`src/rtl/grad_descent_engine.sv`:
```
// Fixed-point gradient-descent sequencer driving an external evaluator; an iteration costs LAUNCH + WAIT (>=1) + UPDATE.
// The evaluator paces the loop through eval_done; a finished run stays in DONE until start_op is dropped.
module grad_descent_engine #(
    parameter int                DATA_W         = 32,
    parameter int                FRAC_W         = 8,
    parameter int                NUM_ITERATIONS = 10,
    parameter logic [DATA_W-1:0] LEARNING_RATE  = 32'h00000080,
    parameter logic [DATA_W-1:0] GRAD_TOL       = '0
) (
    input  logic                                    clk,
    input  logic                                    rst,
    input  logic                                    start_op,
    input  logic signed [DATA_W-1:0]                x_init,
    output logic                                    eval_start,
    output logic signed [DATA_W-1:0]                eval_x,
    input  logic                                    eval_done,
    input  logic signed [DATA_W-1:0]                eval_grad,
    input  logic signed [2*DATA_W-1:0]              eval_value,
    input  logic                                    eval_ovf,
    output logic signed [DATA_W-1:0]                x_at_min,
    output logic signed [2*DATA_W-1:0]              y_min,
    output logic [$clog2(NUM_ITERATIONS+1)-1:0]     iter_used,
    output logic                                    converged,
    output logic                                    err_ovf,
    output logic                                    busy,
    output logic                                    done_op
);

    localparam int ITER_W = $clog2(NUM_ITERATIONS + 1);
    localparam logic [ITER_W-1:0] ITER_LAST = ITER_W'(NUM_ITERATIONS);

    localparam logic signed [DATA_W-1:0]   X_MAX = {1'b0, {(DATA_W-1){1'b1}}};
    localparam logic signed [DATA_W-1:0]   X_MIN = {1'b1, {(DATA_W-1){1'b0}}};
    localparam logic signed [2*DATA_W-1:0] Y_MAX = {1'b0, {(2*DATA_W-1){1'b1}}};

    typedef enum logic [2:0] {
        IDLE,
        LAUNCH,
        WAIT,
        UPDATE,
        DONE
    } state_t;

    state_t                      state;
    logic signed [DATA_W-1:0]    x_cur;
    logic signed [DATA_W-1:0]    grad_q;
    logic signed [2*DATA_W-1:0]  value_q;
    logic                        ovf_q;

    logic signed [2*DATA_W-1:0]  lr_ext;
    logic signed [2*DATA_W-1:0]  grad_ext;
    logic signed [2*DATA_W-1:0]  prod;
    logic signed [2*DATA_W-1:0]  step;
    logic        [2*DATA_W:0]    diff;
    logic signed [DATA_W-1:0]    x_next;
    logic signed [DATA_W-1:0]    grad_abs;
    logic                        grad_ok;
    logic                        better;
    logic                        last_iter;

    assign eval_x = x_cur;

    // The product cannot exceed 2*DATA_W signed bits, so the step is exact before the floor shift.
    always_comb begin
        lr_ext   = {{DATA_W{1'b0}}, LEARNING_RATE};
        grad_ext = {{DATA_W{grad_q[DATA_W-1]}}, grad_q};
        prod     = lr_ext * grad_ext;
        step     = prod >>> FRAC_W;
        diff     = {x_cur[DATA_W-1], {DATA_W{x_cur[DATA_W-1]}}, x_cur}
                 - {step[2*DATA_W-1], step};
        if (diff[2*DATA_W:DATA_W-1] == {(DATA_W+2){diff[2*DATA_W]}}) begin
            x_next = diff[DATA_W-1:0];
        end else begin
            x_next = diff[2*DATA_W] ? X_MIN : X_MAX;
        end

        if (grad_q == X_MIN) begin
            grad_abs = X_MAX;
        end else if (grad_q[DATA_W-1]) begin
            grad_abs = -grad_q;
        end else begin
            grad_abs = grad_q;
        end
        grad_ok   = $unsigned(grad_abs) <= GRAD_TOL;
        better    = value_q < y_min;
        last_iter = iter_used == ITER_LAST;
    end

    always_ff @(posedge clk) begin
        if (rst) begin
            state      <= IDLE;
            x_cur      <= '0;
            grad_q     <= '0;
            value_q    <= '0;
            ovf_q      <= 1'b0;
            eval_start <= 1'b0;
            x_at_min   <= '0;
            y_min      <= '0;
            iter_used  <= '0;
            converged  <= 1'b0;
            err_ovf    <= 1'b0;
            busy       <= 1'b0;
            done_op    <= 1'b0;
        end else begin
            case (state)
                IDLE: begin
                    if (start_op) begin
                        x_cur      <= x_init;
                        x_at_min   <= x_init;
                        y_min      <= Y_MAX;
                        iter_used  <= '0;
                        converged  <= 1'b0;
                        err_ovf    <= 1'b0;
                        eval_start <= 1'b1;
                        busy       <= 1'b1;
                        state      <= LAUNCH;
                    end
                end
                LAUNCH: begin
                    eval_start <= 1'b0;
                    state      <= WAIT;
                end
                WAIT: begin
                    if (eval_done) begin
                        grad_q    <= eval_grad;
                        value_q   <= eval_value;
                        ovf_q     <= eval_ovf;
                        iter_used <= iter_used + 1'b1;
                        state     <= UPDATE;
                    end
                end
                UPDATE: begin
                    // An overflowed evaluation is never allowed to become the minimum.
                    if (ovf_q) begin
                        err_ovf <= 1'b1;
                        busy    <= 1'b0;
                        done_op <= 1'b1;
                        state   <= DONE;
                    end else begin
                        if (better) begin
                            y_min    <= value_q;
                            x_at_min <= x_cur;
                        end
                        if (grad_ok) begin
                            converged <= 1'b1;
                            busy      <= 1'b0;
                            done_op   <= 1'b1;
                            state     <= DONE;
                        end else if (last_iter) begin
                            busy    <= 1'b0;
                            done_op <= 1'b1;
                            state   <= DONE;
                        end else begin
                            x_cur      <= x_next;
                            eval_start <= 1'b1;
                            state      <= LAUNCH;
                        end
                    end
                end
                DONE: begin
                    if (!start_op) begin
                        done_op <= 1'b0;
                        state   <= IDLE;
                    end
                end
                default: state <= IDLE;
            endcase
        end
    end

endmodule
```
`config.mk`:
```
export PLATFORM = sky130hd
export DESIGN_NAME = grad_descent_engine
export DESIGN_NICKNAME = d
export VERILOG_FILES = /design/src/rtl/grad_descent_engine.sv
export SDC_FILE = /design/constraint.sdc
export NUM_CORES = 1
export LEC_CHECK = 0
export ABC_AREA = 1
export ABC_CLOCK_PERIOD_IN_PS = 2900
export CAP_MARGIN = 10
export CORE_ASPECT_RATIO = 0.7
export CORE_MARGIN = 2
export CORE_UTILIZATION = 54
export DETAILED_ROUTE_END_ITERATION = 8
export PLACE_DENSITY = 0.82
export SYNTH_ARGS = -nofsm -noshare
export SYNTH_HDL_FRONTEND = slang
export SYNTH_SLANG_ARGS = --single-unit
```
`constraint.sdc`:
```
create_clock -name clk -period 2.9 [get_ports clk]
set_input_delay 0.58 -clock clk [delete_from_list [all_inputs] [get_ports clk]]
set_output_delay 0.58 -clock clk [all_outputs]
set_load 0.005 [all_outputs]
```
==> results of run 1 <==
[report_power, final]
group | switching, W | leakage, nW | internal, W
clock | 0.00137 | 0.384 | 0.00174
combinational | 0.00616 | 6.48 | 0.00422
sequential | 0.000721 | 1.95 | 0.00404
[placed cells by master (no fill, tap or decap), drive strengths merged, types with 59 or more instances in the layout]
cell           Yosys  final
buf               41     59
ha                98     98
nor2             450    450
nand3            170    170
a21oi            243    243
dfxtp            237    237
inv              222    225
nand2            468    470
o21ai            197    197
clkdlybuf4s50      0    269
[state kept, by name, summed over array words and instances (netlist names)]
signal,count
value_q,64
y_min,64
eval_x,32
grad_q,32
x_at_min,32
iter_used,4
state,3
busy,1
converged,1
done_op,1
err_ovf,1
eval_start,1
ovf_q,1
[logic make-up after synthesis]
logic type	Yosys count
simple gates	1127
compound gates	475
buf+inv	343
flops	237
fa+ha+maj	99
xor+xnor	31
[what timing repair did]
action / in CTS / in global routing
resized for setup: 0 / 59
endpoints found under the setup margin: 0 / 122
setup buffers: 0 / 4
[through the flow]
stage	hold WS (ns)	setup WS [ns]	util (%)	setup TNS, ns	cells
6_report	0.483	0.119	71.0	0	2932
5_1_grt	0.499	-0.0381	71.0	-0.157	2932
4_1_cts	0.482	0.0464	70.0	0	2924
3_5_place_dp	0.466	0.0791	67.1	0	2881
3_3_place_gp	0.462	0.107	67.1	0	2881
2_1_floorplan	0.444	0.217	-	0	2312
[metal layers]
metal  up-vias  share of wire [%]
met5         -                  0
met4         0                2.2
met3        77                9.4
met2       748                 43
met1      7479                 46
li1       7986                  -
[layout make-up]
class	count	share of cell area (%)
sequential	237	25.0
tap	364	2.40
timing repair buffer	329	17.5
inverter	224	4.51
clock buffer	34	3.79
timing repair inverter	1	0.0395
multi-input combinational	1734	46.5
clock inverter	9	0.323
[worst min-delay path: cells and delay by family, from the launching register on]
| kind | cells | cell delay, ns |
|---|---|---|
| flip-flops | 1 | 0.33 |
| AO/OA/AOI/OAI | 1 | 0.04 |
| AND/OR/NAND/NOR | 1 | 0.08 |
[synthesized netlist by cell type (8+ instances only)]
cell type / count / area share [%]
nor2_1: 440 / 11
nand3_1: 170 / 5.8
buf_1: 10 / 0.25
xor2_1: 23 / 1.4
xnor2_1: 8 / 0.48
buf_2: 24 / 0.82
o21ai_0: 194 / 6.6
dfxtp_1: 237 / 32
clkbuf_1: 78 / 2.0
a21oi_1: 235 / 8.0
nor3_1: 14 / 0.48
nand2_1: 463 / 12
a21oi_2: 8 / 0.48
nand4_1: 10 / 0.42
inv_1: 218 / 5.6
ha_1: 98 / 8.3
[final timing paths]
| kind | startpoint | to | slack (ns) | cells past startpoint |
|---|---|---|---|---|
| setup / recovery | grad_q[1]$_SDFFE_PP0P_ | eval_x[29]$_SDFFE_PP0P_ | 0.12 | 19 |
| hold / removal | x_at_min[27]$_SDFFE_PP0P_ | x_at_min[27]$_SDFFE_PP0P_ | 0.48 | 2 |
| setup reg to reg | grad_q[1]$_SDFFE_PP0P_ | eval_x[29]$_SDFFE_PP0P_ | 0.12 | 19 |
| hold reg to reg | x_at_min[27]$_SDFFE_PP0P_ | x_at_min[27]$_SDFFE_PP0P_ | 0.48 | 2 |
==> metrics.yaml, run 1 <==
netlist_area_um2: 14700
route.detailed.drc: 0
final_net_count: 2783
globalplace.congestion: 1.01
cts_max_level: 1
drtIter0Drc: 1579
crit_chain: "buf_4, inv_1, ha_2, nand2_1, nor2_2, nand3_1, nand2_2, buf_4, o211ai_1, nand2_1, nand2_1, nand2_1, nor2_4, nand4_4, nand2_8, inv_2, nand2_1, nor2_1, nor2_1"
synth_warnings: 0
yosys.area_share.adder_pct: 8.46
cts_root_buf: "clkbuf_16"
powerDensity_nw_per_um2: 960
n_fill_cell: 2355
viasPerCell: 5.56
postLayoutCellArea_um2: 19000
worst_clock_skew_ns: 0.0152
status: "finished, final reports clean"
worstSetupStartpointType: "flop"
start_util_pct: 55.0
worstMarginPinSlew_ns: 0.585
grt_pass1_wl_um: 75900
muxShareOfSynthArea_pct: 0
synthArstFlopShare_pct: 0
synth_top_family_by_area: "simple AND/OR/NAND/NOR gates"
ys_ff_latch: 237
synth_edf_count: 0
num_antenna_cells: 0
grt_overflow: 0
clk_latency_ns: 0.52
synthesis.nets: 2544
synthSimpleGateAreaFrac_pct: 31.3
final-hold-violation-count: 0
critPathBufInv: 4
cp_slowest_cell: "dfxtp_1"
syn_avg_cell_area_um2: 6.37
seq_area_frac_synth_pct: 32.2
antenna_found_initial: 0
synth_cell_types: 44
ioPinCount: 270
cp.required_ns: 3.31
wl_um: 49300
max_freq_mhz: 360
path_max_fanout: 13
ff_latch_area_um2: 4750
grt_pass1_vias: 14500
antenna_left: 0
path_clk_slew_ns: 0.07
cpPeakStageDelay_ns: 0.33
fp.dieH_um: 142
cts_tree: "done"
core_region_area_um2: 26800
worstSetupPathType: "reg -> reg"
drv_cap: 0
syn_inst: 2312
syn2layout_area_growth_pct: 29.0
ys.flop_type: "dfxtp_1"
critPathTopFamily: "simple AND/OR/NAND/NOR gates"
fin_crit_ns: 2.78
ctsHoldBuffers: 0
grtUsageMet2_pct: 49.7
power_leakage_nw: 8.82
drtPass1Iterations: 6
detailed_place.area_um2: 18000
grt.total_usage_pct: 32.5
synth_compound_area_share_pct: 17.0
hold_class: "reg -> reg"
slew_violations: 0
critPathCaptureType: "flop"
die-width_um: 201
grt_use_met1_pct: 47.8
crit_arrival_ns: 3.19
portBuffers: 269
slew_headroom_pct: 60.9
grt_busiest_layer: "met2"
finalSetupViolations: 0
multiInputGateArea_um2: 8830
rows: 50
synthXorXnorAreaFrac_pct: 1.84
vias: 16300
numCtsBuffers: 24
rsz0062_at_grt: "true"
grt_max_degree: 75
dp_hpwl_um: 36500
wl_per_cell_um: 16.8
period_share_pct: 95.9
use_met3_pct: 5.65
cts_sinks: 237
ir_drop_uv: 516
drive_gt1_share_pct: 6.93
cpMostUsedCell: "nand2_1"
cts_buffer_depth: 3
power_w: 0.0183
dieArea_um2: 28600
No activity file was read; power rests on OpenSTA's default activity.
==> run 2, diff against run 1 <==
--- a/config.mk
+++ b/config.mk
@@ -5,14 +5,14 @@
 export SDC_FILE = /design/constraint.sdc
 export NUM_CORES = 1
 export LEC_CHECK = 0
-export ABC_AREA = 1
 export ABC_CLOCK_PERIOD_IN_PS = 2900
 export CAP_MARGIN = 10
 export CORE_ASPECT_RATIO = 0.7
 export CORE_MARGIN = 2
-export CORE_UTILIZATION = 54
+export CORE_UTILIZATION = 52
+export CTS_CLUSTER_DIAMETER = 200
 export DETAILED_ROUTE_END_ITERATION = 8
-export PLACE_DENSITY = 0.82
+export PLACE_DENSITY = 0.8
 export SYNTH_ARGS = -nofsm -noshare
 export SYNTH_HDL_FRONTEND = slang
 export SYNTH_SLANG_ARGS = --single-unit
==> run 2 against run 1 <==
Effect of this change:
- the run now ends with setup timing left
- clock power up 14%
- global-route usage up 4.3 points
- sequential share of layout area down 1.8 points
- total power down 21%
- core utilization up 12 points
- setup slack worse by 0.48 ns
- final cell count down 15%
- combinational power down 35%
- first-iteration DRC count up 16%
==> metrics.yaml, run 2 <==
status: "finished with violations"
violations: "setup timing"
muxShareOfSynthArea_pct: 0.376
layout_commonest_cell: "nand2_1"
ioPinCount: 270
synth_edf_count: 0
period_share_pct: 112
largestRegisters: "value_q: 64 flops, y_min: 64 flops"
antenna_found_initial: 1
synth_top_area_share_pct: 35.6
synth_cell_types: 68
max_freq_mhz: 307
fp.dieH_um: 138
power_leakage_nw: 8.34
powerDensity_nw_per_um2: 694
rows: 48
seq_area_frac_synth_pct: 35.6
synthXorXnorAreaFrac_pct: 2.17
stdcell_count: 2502
hold_class: "reg -> reg"
critPathCaptureType: "flop"
yosys.area_share.adder_pct: 9.35
route.detailed.drc: 0
ys.flop_type: "dfxtp_1"
ctsHoldBuffers: 0
cts_sinks: 237
drive_gt1_share_pct: 26.3
slew_violations: 0
n_fill_cell: 1456
wl_um: 57800
final-hold-violation-count: 0
syn_inst: 1711
synth_most_common_cell: "nand2_1"
synth_warnings: 0
synthSimpleGateAreaFrac_pct: 22.5
numCtsBuffers: 24
power_w: 0.0143
drv_cap: 0
ir_drop_uv: 516
ff_latch_area_um2: 4800
cp.required_ns: 3.35
drtIter0Drc: 1839
vias: 15800
path_max_fanout: 8
wl_per_cell_um: 23.1
path_clk_slew_ns: 0.07
grt_overflow: 0
globalplace.congestion: 0.974
cts_root_buf: "clkbuf_16"
portBuffers: 269
netlist_area_um2: 13300
synthTopCellsByArea: "dfxtp_1 (36%), ha_1 (9.2%), nand2_1 (9.0%), a21oi_1 (6.0%), nor3_1 (4.4%)"
most-common-layout-cells: "nand2_1 (315), clkdlybuf4s50_1 (268), buf_4 (225)"
crit_arrival_ns: 3.71
synthesis.nets: 1943
clk_latency_ns: 0.56
grt_pass1_wl_um: 78300
cts_max_level: 1
drtPass1Iterations: 6
core_region_area_um2: 24900
dieArea_um2: 26900
grt_pass1_vias: 14000
viasPerCell: 6.32
die-width_um: 195
synthTopCellsByCount: "nand2_1 (318), dfxtp_1 (237), a21oi_1 (159)"
syn_avg_cell_area_um2: 7.79
yosysTopAreaCell: "dfxtp_1"
fin_crit_ns: 3.26
worstSetupStartpointType: "flop"
start_util_pct: 53.4
worst_clock_skew_ns: 0.0154
worstMarginPinSlew_ns: 0.933
grt.total_usage_pct: 36.9
num_antenna_cells: 0
cts_buffer_depth: 3
final_net_count: 2392
finalWorstSetupSlack_ns: -0.356
antenna_left: 0
slew_headroom_pct: 37.8
hold_depth: 2
grt_max_degree: 103
synthArstFlopShare_pct: 0
rsz0062_at_grt: "true"
worstSetupPathType: "reg -> reg"
synth_top_family_by_area: "compound AO/OA/AOI/OAI gates"
cts_tree: "done"
hold-worst-slack_ns: 0.479
ff2ff_path_depth: 12
dp_hpwl_um: 36300
synth_compound_area_share_pct: 23.2
multiInputGateArea_um2: 8860
dp.cells: 2399
finalSetupViolations: 133
syn2layout_area_growth_pct: 55.1
ys_ff_latch: 237
## run 2: timing repair
item | CTS | global route
resized for setup | 103 | 163
setup buffers | 24 | 25
gates cloned | 6 | 9
pin swaps | 51 | 63
setup endpoints to repair | 113 | 134
## run 2: final timing paths
kind                      startpoint                 endpoint  slack (ns)
max reg2reg  grad_q[13]$_SDFFE_PP0P_  eval_x[13]$_SDFFE_PP0P_       -0.36
max          grad_q[13]$_SDFFE_PP0P_  eval_x[13]$_SDFFE_PP0P_       -0.36
min             done_op$_SDFFE_PP0P_     done_op$_SDFFE_PP0P_        0.48
min reg2reg     done_op$_SDFFE_PP0P_     done_op$_SDFFE_PP0P_        0.48
## run 2: worst max-delay path, cell delays in order, from the launching register on
cell and delay [ns]:
dfxtp_2 0.34, buf_4 0.15, inv_1 0.16, buf_4 0.15
nand2_1 0.14, nor4_4 0.32, a21oi_1 0.07, or4_4 0.56
a2111oi_4 0.43, a31oi_4 0.16, a21boi_4 0.21, buf_12 0.18
a311oi_2 0.27
## run 2: cells by family (layout without fill, tap and decap cells)
group           after synthesis  after routing
fa+ha+maj                    99             99
xor+xnor                     33             33
flops                       237            237
mux                           5              5
simple gates                670            670
buf+inv                     231            697
compound gates              436            436
## run 2: metrics by stage
| stage | area [µm²] | setup slack, ns | util [%] | TNS (ns) |
|---|---|---|---|---|
| after global routing | 20700 | -0.444 | 82.9 | -25.77 |
| final | 20700 | -0.356 | 82.9 | -17.93 |
| after floorplan | 13500 | -0.0699 | - | -1.72 |
| after global placement | 17800 | -0.304 | 71.6 | -9.25 |
| after detailed placement | 17800 | -0.347 | 71.6 | -11.64 |
| after CTS | 19500 | -0.252 | 78.3 | -6.03 |
## run 2: final cells by class
cell class	instances	share of cell area, %
sequential	237	23.2
multi-input combinational	1243	42.9
inverter	112	2.03
clock inverter	10	0.763
clock buffer	33	3.52
tap	325	1.97
timing repair buffer	542	25.6
## run 2: power breakdown
group	internal [W]	total [W]	switching [W]	leakage [nW]
logic	0.00341	0.00676	0.00335	5.95
registers	0.00365	0.00405	0.000401	1.96
clock network	0.00211	0.00353	0.00142	0.427
## run 2: layer usage
metal	share of wire [%]	vias to the layer above	track usage [%]
li1	-	6964	-
met4	4.0	2	10.3
met2	43	1142	56.7
met5	0.017	-	0
met3	13	231	8.88
met1	40	7483	51.7
